File: config.mk
export PLATFORM = sky130hd
export DESIGN_NAME = cthorens_cpu_core
export DESIGN_NICKNAME = d
export VERILOG_FILES = /design/src/rtl/cthorens_cpu_pkg.sv /design/src/rtl/cthorens_cpu_alu.sv /design/src/rtl/cthorens_cpu_core.sv
export SDC_FILE = /design/constraint.sdc
export NUM_CORES = 1
export LEC_CHECK = 0
export CAP_MARGIN = 20
export CORE_AREA = 2 2 102 104
export CTS_CLUSTER_SIZE = 28
export DETAILED_ROUTE_END_ITERATION = 10
export DIE_AREA = 0 0 104 106
export GPL_TIMING_DRIVEN = 0
export PLACE_DENSITY = 0.66
export SETUP_SLACK_MARGIN = 0.15
export SKIP_CTS_REPAIR_TIMING = 1
export SYNTH_ARGS = -nofsm -noshare
export SYNTH_HDL_FRONTEND = slang
export SYNTH_SLANG_ARGS = --single-unit
File: constraint.sdc
create_clock -name i_CLK -period 7.36 [get_ports i_CLK]
set_clock_uncertainty 0.1 [all_clocks]
set_input_delay 1.472 -clock i_CLK [delete_from_list [all_inputs] [get_ports i_CLK]]
set_output_delay 1.472 -clock i_CLK [all_outputs]
set_load 0.05 [all_outputs]
File: src/rtl/cthorens_cpu_pkg.sv
// Shared types for the cthorens CPU: opcodes, FSM states, flag struct, instruction field helpers.
// No logic and no latency; backpressure: none.
package cthorens_cpu_pkg;

    typedef enum logic [3:0] {
        OP_NOP  = 4'h0,
        OP_LDI  = 4'h1,
        OP_MOV  = 4'h2,
        OP_ADD  = 4'h3,
        OP_SUB  = 4'h4,
        OP_AND  = 4'h5,
        OP_OR   = 4'h6,
        OP_XOR  = 4'h7,
        OP_ADDI = 4'h8,
        OP_JMP  = 4'h9,
        OP_JZ   = 4'hA,
        OP_JNZ  = 4'hB,
        OP_CMP  = 4'hC,
        OP_MUL  = 4'hD,
        OP_RSVD = 4'hE,
        OP_HALT = 4'hF
    } op_e;

    typedef enum logic [1:0] {
        S_FETCH,
        S_EXEC,
        S_WB,
        S_HALT
    } state_e;

    typedef struct packed {
        logic z;
        logic c;
    } flags_t;

    // Instruction layout, MSB first: op[3:0] | rd | rs | imm[DATA_W-1:0]
    function automatic int rd_lsb(input int data_w, input int ra_w);
        return data_w + ra_w;
    endfunction

    function automatic int rs_lsb(input int data_w);
        return data_w;
    endfunction

    function automatic logic branch_taken(input op_e op, input logic z);
        return (op == OP_JMP) || ((op == OP_JZ) && z) || ((op == OP_JNZ) && !z);
    endfunction

endpackage

File: src/rtl/cthorens_cpu_alu.sv
// Combinational ALU: (op, a, b, imm) -> result, Z/C flags, register and flag write enables.
// Latency: 0 cycles. Backpressure: none. Op D is a multiply only when CTHORENS_CPU_MUL_EN is defined.
module cthorens_cpu_alu
    import cthorens_cpu_pkg::*;
#(
    parameter int DATA_W = 8
) (
    input  op_e               op,
    input  logic [DATA_W-1:0] a,
    input  logic [DATA_W-1:0] b,
    input  logic [DATA_W-1:0] imm,
    output logic [DATA_W-1:0] result,
    output logic              z,
    output logic              c,
    output logic              wr_en,
    output logic              fl_en
);

    logic [DATA_W:0] sum_ab;
    logic [DATA_W:0] sum_ai;
    logic [DATA_W:0] diff;

    assign sum_ab = {1'b0, a} + {1'b0, b};
    assign sum_ai = {1'b0, a} + {1'b0, imm};
    // The extra MSB of the widened difference is exactly the borrow (a < b).
    assign diff   = {1'b0, a} - {1'b0, b};

`ifdef CTHORENS_CPU_MUL_EN
    logic [2*DATA_W-1:0] prod;
    assign prod = {{DATA_W{1'b0}}, a} * {{DATA_W{1'b0}}, b};
`endif

    always_comb begin
        result = '0;
        c      = 1'b0;
        wr_en  = 1'b0;
        fl_en  = 1'b0;
        case (op)
            OP_LDI:  begin result = imm; wr_en = 1'b1; end
            OP_MOV:  begin result = b;   wr_en = 1'b1; end
            OP_ADD:  begin {c, result} = sum_ab; wr_en = 1'b1; fl_en = 1'b1; end
            OP_SUB:  begin {c, result} = diff;   wr_en = 1'b1; fl_en = 1'b1; end
            OP_AND:  begin result = a & b; wr_en = 1'b1; fl_en = 1'b1; end
            OP_OR:   begin result = a | b; wr_en = 1'b1; fl_en = 1'b1; end
            OP_XOR:  begin result = a ^ b; wr_en = 1'b1; fl_en = 1'b1; end
            OP_ADDI: begin {c, result} = sum_ai; wr_en = 1'b1; fl_en = 1'b1; end
            OP_CMP:  begin {c, result} = diff;   fl_en = 1'b1; end
`ifdef CTHORENS_CPU_MUL_EN
            OP_MUL:  begin
                result = prod[DATA_W-1:0];
                c      = |prod[2*DATA_W-1:DATA_W];
                wr_en  = 1'b1;
                fl_en  = 1'b1;
            end
`endif
            default: ;
        endcase
        z = (result == '0);
    end

endmodule

File: src/rtl/cthorens_cpu_core.sv
// Multi-cycle register CPU: FETCH -> EXEC -> WB, HALT absorbing; external sync-read ROM.
// Latency: exactly 3 cycles per instruction, o_RETIRE pulses in WB. Backpressure: none.
// Define CTHORENS_CPU_MUL_EN to turn opcode D into a multiply (otherwise it retires as a NOP).
module cthorens_cpu_core
    import cthorens_cpu_pkg::*;
#(
    parameter  int DATA_W  = 8,
    parameter  int NREGS   = 4,
    parameter  int PC_W    = 8,
    parameter  int OUT_REG = 3,
    localparam int RA_W    = $clog2(NREGS),
    localparam int INSTR_W = 4 + 2*RA_W + DATA_W
) (
    input  logic               i_CLK,
    input  logic               i_RST,
    output logic [PC_W-1:0]    o_PC,
    input  logic [INSTR_W-1:0] i_INSTR,
    output logic [DATA_W-1:0]  o_REG_OUT,
    output logic               o_RETIRE,
    output logic               o_HALTED
);

    localparam int             RD_LSB = rd_lsb(DATA_W, RA_W);
    localparam int             RS_LSB = rs_lsb(DATA_W);
    localparam logic [PC_W-1:0] PC_ONE = {{(PC_W-1){1'b0}}, 1'b1};

    state_e             state, state_nxt;
    logic [PC_W-1:0]    pc, pc_nxt;
    logic [INSTR_W-1:0] ir;
    logic [DATA_W-1:0]  regs [NREGS];
    flags_t             flags;

    // EXEC results held for the WB cycle
    logic [DATA_W-1:0]  res_q;
    flags_t             res_flags_q;
    logic               wr_q;
    logic               fl_q;

    // EXEC decodes straight off the ROM output, which is valid this cycle
    op_e               ex_op;
    logic [RA_W-1:0]   ex_rd, ex_rs;
    logic [DATA_W-1:0] ex_imm;

    assign ex_op  = op_e'(i_INSTR[INSTR_W-1 -: 4]);
    assign ex_rd  = i_INSTR[RD_LSB +: RA_W];
    assign ex_rs  = i_INSTR[RS_LSB +: RA_W];
    assign ex_imm = i_INSTR[DATA_W-1:0];

    op_e               wb_op;
    logic [RA_W-1:0]   wb_rd;
    logic [DATA_W-1:0] wb_imm;
    logic              unused_ir_rs;

    assign wb_op        = op_e'(ir[INSTR_W-1 -: 4]);
    assign wb_rd        = ir[RD_LSB +: RA_W];
    assign wb_imm       = ir[DATA_W-1:0];
    assign unused_ir_rs = ^ir[RS_LSB +: RA_W];

    logic [DATA_W-1:0] alu_res;
    logic              alu_z, alu_c, alu_wr, alu_fl;

    cthorens_cpu_alu #(.DATA_W(DATA_W)) u_alu (
        .op     (ex_op),
        .a      (regs[ex_rd]),
        .b      (regs[ex_rs]),
        .imm    (ex_imm),
        .result (alu_res),
        .z      (alu_z),
        .c      (alu_c),
        .wr_en  (alu_wr),
        .fl_en  (alu_fl)
    );

    always_ff @(posedge i_CLK) begin
        if (i_RST) begin
            state <= S_FETCH;
            pc    <= '0;
        end else begin
            state <= state_nxt;
            pc    <= pc_nxt;
        end
    end

    always_comb begin
        state_nxt = state;
        pc_nxt    = pc;
        case (state)
            S_FETCH: state_nxt = S_EXEC;
            S_EXEC:  state_nxt = S_WB;
            S_WB: begin
                if (wb_op == OP_HALT) begin
                    state_nxt = S_HALT;
                end else begin
                    state_nxt = S_FETCH;
                    pc_nxt    = branch_taken(wb_op, flags.z) ? wb_imm[PC_W-1:0] : pc + PC_ONE;
                end
            end
            default: ;
        endcase
    end

    always_ff @(posedge i_CLK) begin
        if (i_RST) begin
            ir          <= '0;
            flags       <= '0;
            res_q       <= '0;
            res_flags_q <= '0;
            wr_q        <= 1'b0;
            fl_q        <= 1'b0;
            for (int i = 0; i < NREGS; i++) begin
                regs[i] <= '0;
            end
        end else begin
            if (state == S_EXEC) begin
                ir          <= i_INSTR;
                res_q       <= alu_res;
                res_flags_q <= '{z: alu_z, c: alu_c};
                wr_q        <= alu_wr;
                fl_q        <= alu_fl;
            end
            if (state == S_WB) begin
                if (wr_q) begin
                    regs[wb_rd] <= res_q;
                end
                if (fl_q) begin
                    flags <= res_flags_q;
                end
            end
        end
    end

    assign o_PC      = pc;
    assign o_REG_OUT = regs[OUT_REG];
    assign o_RETIRE  = (state == S_WB);
    assign o_HALTED  = (state == S_HALT);

endmodule

* After elaboration in Yosys (flattened, before gate mapping)
Memories as Yosys holds them, arrays and structs flattened.
Index checks and enable logic that the tools add are counted.
** Word-level totals
- Register bits after elaboration :: 38
- Memory bits (writable) :: 32
- Input bits :: 18
- Output and inout port bits :: 18
- Memories :: 1
** Operators by class
- $add $sub $neg :: 4
- Equality and inequality tests :: 16
- Mux-type cells :: 15
- Bitwise gates (word level) :: 4
- Reduce and logical (&&, ||, !) cells :: 14
** Memory list
- regs :: words 4, bits a word 8, read ports 3, clocked after Yosys merged registers in 0, wr ports 4, line cthorens_cpu_core.sv:30 : logic [DATA_W-1:0] regs [NREGS];
** Operators by type and width (number)
- 8-bit case mux with 8 select lines :: 1
- 4-bit equality test, second input constant :: 6
- 8-bit adder :: 2
- 4-bit by 3-bit equality test with 1-bit output, second input constant :: 4
- 8-bit two-way mux :: 2
- 8-bit OR reduction :: 2
- 1-bit two-way mux :: 9
- 8-bit by 1-bit adder with 8-bit output, second input constant :: 1
- 8-bit bitwise AND :: 1
- 4-bit by 2-bit equality test with 1-bit output, second input constant :: 2
- 8-bit zero test :: 1
- 8-bit OR :: 1
- 8-bit subtractor :: 1
- 8-bit XOR :: 1
- 7-bit OR reduction :: 1
- 2-bit case mux with 3 select lines :: 1
- 2-bit equality test, second input constant :: 2
- 4-bit by 1-bit equality test with 1-bit output, second input constant :: 1
- 2-bit two-way mux :: 2
- 2-bit AND reduction :: 2
- 3-bit nonzero test :: 1
- 2-bit by 1-bit equality test with 1-bit output, second input constant :: 1
- 1-bit logical AND :: 2
- 2-bit zero test :: 1
- other kinds (4) :: 5

* Depth between registers and ports, before layout
- Depth in word-level cells :: 6
- Depth in mapped cells :: 17
- Gate-level depth less buffers :: 17

* Hierarchy
From an unflattened synthesis, not the netlist that was laid out.
** Unflattened totals
- Cells, all modules :: 530
- Area, all modules :: 5256.3 sq um
** By module, submodules not included
- cthorens_cpu_core :: times used 1, cells each 263, area an instance 3251.9 sq um
- cthorens_cpu_alu :: times used 1, cells each 267, area an instance 2004.4 sq um

* Worst setup path before layout
OpenSTA, ideal clock, no wires.
- Path type :: input -> register
- From :: input port i_INSTR[8]
- To :: register res_flags_q[1] (netlist name)
- Library setup time :: 0.058 ns
- Arrival :: 4.635 ns
- Data required time :: 7.202 ns
- Path slack :: 2.567 ns
- Cell stages on the path :: 17
- Cell sequence :: buf_6 -> mux4_2 -> inv_1 -> ha_1 -> nor2_1 -> a21oi_1 -> nor2_1 -> nor3_1 -> inv_1 -> ha_1 -> or2_2 -> o22ai_1 -> xnor2_1 -> a221oi_1 -> nand3_1 -> a2111oi_0 -> a31o_2
** On the way
- Word-level cells in the longest chain between the ends :: 4
- Elaborated cells on any way between the ends :: 8
** Ends and longest elaborated chain
- start: declaration :: line cthorens_cpu_core.sv:17 : input logic [INSTR_W-1:0] i_INSTR,
- memory read 4 x 8 bit *
- 8-bit subtractor, or another cell as far along :: line cthorens_cpu_alu.sv:26 : assign diff = {1'b0, a} - {1'b0, b};
- 8-bit case mux with 8 select lines * :: line cthorens_cpu_alu.sv:38 : case (op)
- 8-bit zero test * :: line cthorens_cpu_alu.sv:58 : z = (result == '0);
- end signal: assignment :: line cthorens_cpu_core.sv:117 : res_flags_q <= '{z: alu_z, c: alu_c};
- end: declaration :: line cthorens_cpu_core.sv:35 : flags_t res_flags_q;
Mark *: on every way between the ends. The rest lies on a longest branch, timed or not.
A chain may end at the register's enable or synchronous reset.

* Worst setup path after layout
- From :: input port i_INSTR[13]
- To :: register res_flags_q[1] (netlist name)
** On the way
- Word-level cells in the longest chain between the ends :: 4
- Elaborated cells on any way between the ends :: 12
** Ends and longest elaborated chain (line)
- 4-bit by 3-bit equality test with 1-bit output or 4-bit equality test (tied branches) :: cthorens_cpu_alu.sv:38
- 2-bit OR reduction (no line)
- 8-bit case mux with 8 select lines * :: cthorens_cpu_alu.sv:38
- 8-bit zero test * :: cthorens_cpu_alu.sv:58
Marked as above.

==> flow_summary.json <==
{
  "status": "finished, final reports clean",
  "ant_nets": 0,
  "arrival_ns": 5.76,
  "period_share_pct": 75.67,
  "gr-total-overflow": 0,
  "seq_area_frac_synth_pct": 36.04,
  "cts-root-buf": "clkbuf_8",
  "synth_area_leaders": "edfxtp_1 (21%), dfxtp_1 (15%), ha_1 (8.3%)",
  "grt_pass1_vias": 3819,
  "worst_slew_pin_slew_ns": 0.9223,
  "ys_types": 61,
  "power_switching_uw": 323.3,
  "tns_ns": 0,
  "syn_area_sq_um": 4666,
  "grt_busiest_layer": "met2",
  "die_w_microns": 104,
  "routedWlPerCell_microns": 17.69,
  "fmax_ghz": 0.1795,
  "syn_inst": 497,
  "required_ns": 7.55,
  "rsz0062_at_grt": "false",
  "die-area_sq_um": 11020,
  "slew_headroom_pct": 38.38,
  "antenna_cells": 0,
  "synth_nets": 547,
  "crit_type": "in -> reg",
  "critPathMaxStageDelay_ns": 0.55,
  "min_path_cells": 2,
  "hold_class": "reg -> reg",
  "globalplace.congestion": 0.9088,
  "finalWirelength_microns": 11960,
  "io_buffers": 27,
  "cpMostUsedCell": "nor2_1",
  "nets": 585,
  "final_common_cell": "nor2_1",
  "cts-buffers-inserted": 9,
  "async_flop_share_pct": 0,
  "cts_buffer_depth": 2,
  "dr.pass1.iters": 5,
  "worstPathCellList": "clkdlybuf4s50_1 > clkbuf_1 > nor2_1 > nand2_1 > nor2_1 > o21ai_0 > ha_1 > fa_1 > nor2b_1 > o31a_1 > a21oi_1 > a221oi_1 > nand3_1 > a2111oi_0 > a31o_2",
  "clkTransAtPathRegs_ns": 0.07,
  "use_met1_pct": 30.81,
  "dominantRegCellSynth": "dfxtp_1",
  "syn-mean-instance-area_sq_um": 9.388,
  "path_max_fanout": 10,
  "drt_iter0_drc": 209,
  "maxCapViolations": 0,
  "viasPerCell": 5.697,
  "coreArea_sq_um": 10000,
  "startpoint_type": "input pin",
  "nFillCells": 941,
  "power_frac_comb_pct": 25.1,
  "met3_usage_pct": 5.395,
  "power_frac_seq_pct": 43.3,
  "hold_viol": 0,
  "multi_input_area_sq_um": 2774,
  "cts.sinks": 68,
  "htree_levels": 3,
  "die_h_microns": 106,
  "setup_viol": 0,
  "cts_tree": "built",
  "synth_top_area_share_pct": 20.60,
  "leakage_nw": 2.051,
  "grtUsageTotal_pct": 22.72,
  "detailroute.via_count": 3851,
  "swShare_pct": 32.23,
  "grt_pass1_wl_microns": 19820,
  "end_kind": "flop",
  "drive_gt1_share_pct": 9.259,
  "layout.area.seq_sq_um": 1682,
  "r2r_cells": 15,
  "rows": 37,
  "pin_count": 36,
  "drv_slew": 0,
  "start_util_pct": 46.66,
  "grt_max_degree": 14,
  "antenna_found_initial": 0,
  "p_per_area_nw_per_um2": 189.1,
  "ys_ff_latch": 68,
  "min_period_ns": 5.570,
  "synth_warnings": 0,
  "yosysTopAreaCell": "edfxtp_1",
  "internal-power_uw": 679.9,
  "synth-edff-count": 32,
  "dp_hpwl_microns": 9100,
  "mostFrequentLayoutCells": "nor2_1 (69), dfxtp_1 (36), and2_1 (34)",
  "synthToLayoutAreaGrowth_pct": 13.68,
  "drc": 0,
  "pwr-share-clk_pct": 31.6,
  "insertion_delay_ns": 0.35,
  "irDropWorstVdd_mv": 0.1106,
  "use_met2_pct": 36.65,
  "crit_slowest_cell": "a2111oi_0",
  "utilization_pct": 53.04
}
## cells by family (layout without fill, tap and decap cells)
logic type	count (synthesis)	after routing	synth area share, %
AO/OA/AOI/OAI	99	99	14.70
XOR/XNOR	13	13	2.440
adder cells (fa/ha/maj)	32	32	8.742
buffers and inverters	53	96	4.505
flip-flops	68	68	36.04
multiplexers	36	36	12.12
AND/OR/NAND/NOR	196	196	21.45
## Yosys cell counts, types with 3 or more instances
cell type and n:
mux2i_1 19, a211oi_1 9, a31oi_1 5, a21oi_1 27, nand2_1 26, nor2b_1 9, and2_1 34, or2_2 8
o21ai_0 13, ha_1 31, nand3_1 9, clkbuf_1 22, o31ai_1 3, mux4_2 15, a22oi_1 5, inv_1 26
a221oi_1 8, nand2b_1 4, buf_1 3, a221o_1 3, xor2_1 4, dfxtp_1 36, nor3_1 13, and3_1 5
nor3b_1 7, nor2_1 69, xnor2_1 9, edfxtp_1 32, o22ai_1 4
## per-layer routing
metal | wire (microns) | vias up
met5 | 0 | -
met4 | 197 | 0
met3 | 649 | 15
met2 | 5473 | 93
met1 | 5638 | 1866
li1 | - | 1877
## power groups by stage
stage               Clock, mW  Sequential [mW]  Combinational, mW
floorplan                   0            0.443              0.183
global placement            0            0.442              0.245
detailed placement          0            0.443              0.249
CTS                     0.322            0.435              0.251
global route            0.339            0.438              0.280
finish                  0.317            0.435              0.251
## cell type report
type	instances	area share, %
multi-input cells	376	52.30
flip-flops and latches	68	31.71
repair buffers	27	5.096
well taps	136	3.208
clock buffers	9	2.335
plain buffers	27	2.123
inverters	26	1.840
clock inverters	7	1.392
## through the flow
| stage | area [sq um] | setup WS, ns | power, mW | std cells | hold slack, ns |
|---|---|---|---|---|---|
| 2_1_floorplan | 4666 | 2.567 | 0.6265 | 497 | 0.3497 |
| 3_3_place_gp | 5106 | 1.519 | 0.6869 | 660 | 0.3653 |
| 3_5_place_dp | 5106 | 1.552 | 0.6919 | 660 | 0.3782 |
| 4_1_cts | 5304 | 1.907 | 1.007 | 676 | 0.3903 |
| 5_1_grt | 5304 | 1.613 | 1.057 | 676 | 0.4074 |
| 6_report | 5304 | 1.790 | 1.003 | 676 | 0.3856 |
## critical path, delay by kind of cell
| family | cells | cell delay (ns) |
|---|---|---|
| adder cells (fa/ha/maj) | 2 | 0.63 |
| AND/OR/NAND/NOR | 5 | 1.32 |
| buffers and inverters | 2 | 0.74 |
| AO/OA/AOI/OAI | 6 | 1.59 |
## registers in the layout, summed over array words and instances, names as in the netlist
signal / count
res_flags_q: 1
regs: 32
flags: 1
o_PC: 8
state: 2
wr_q: 1
fl_q: 1
ir: 14
res_q: 8
## final timing paths
path                         start                           to  slack [ns]
max                    i_INSTR[13]  res_flags_q[1]$_SDFFE_PP0N_        1.79
min          flags[1]$_SDFFE_PP0P_        flags[1]$_SDFFE_PP0P_        0.39
max reg2reg   regs[3][0]$_DFFE_PP_  res_flags_q[1]$_SDFFE_PP0N_        3.05
min reg2reg  flags[1]$_SDFFE_PP0P_        flags[1]$_SDFFE_PP0P_        0.39
Power figures use the tool's default switching activity.
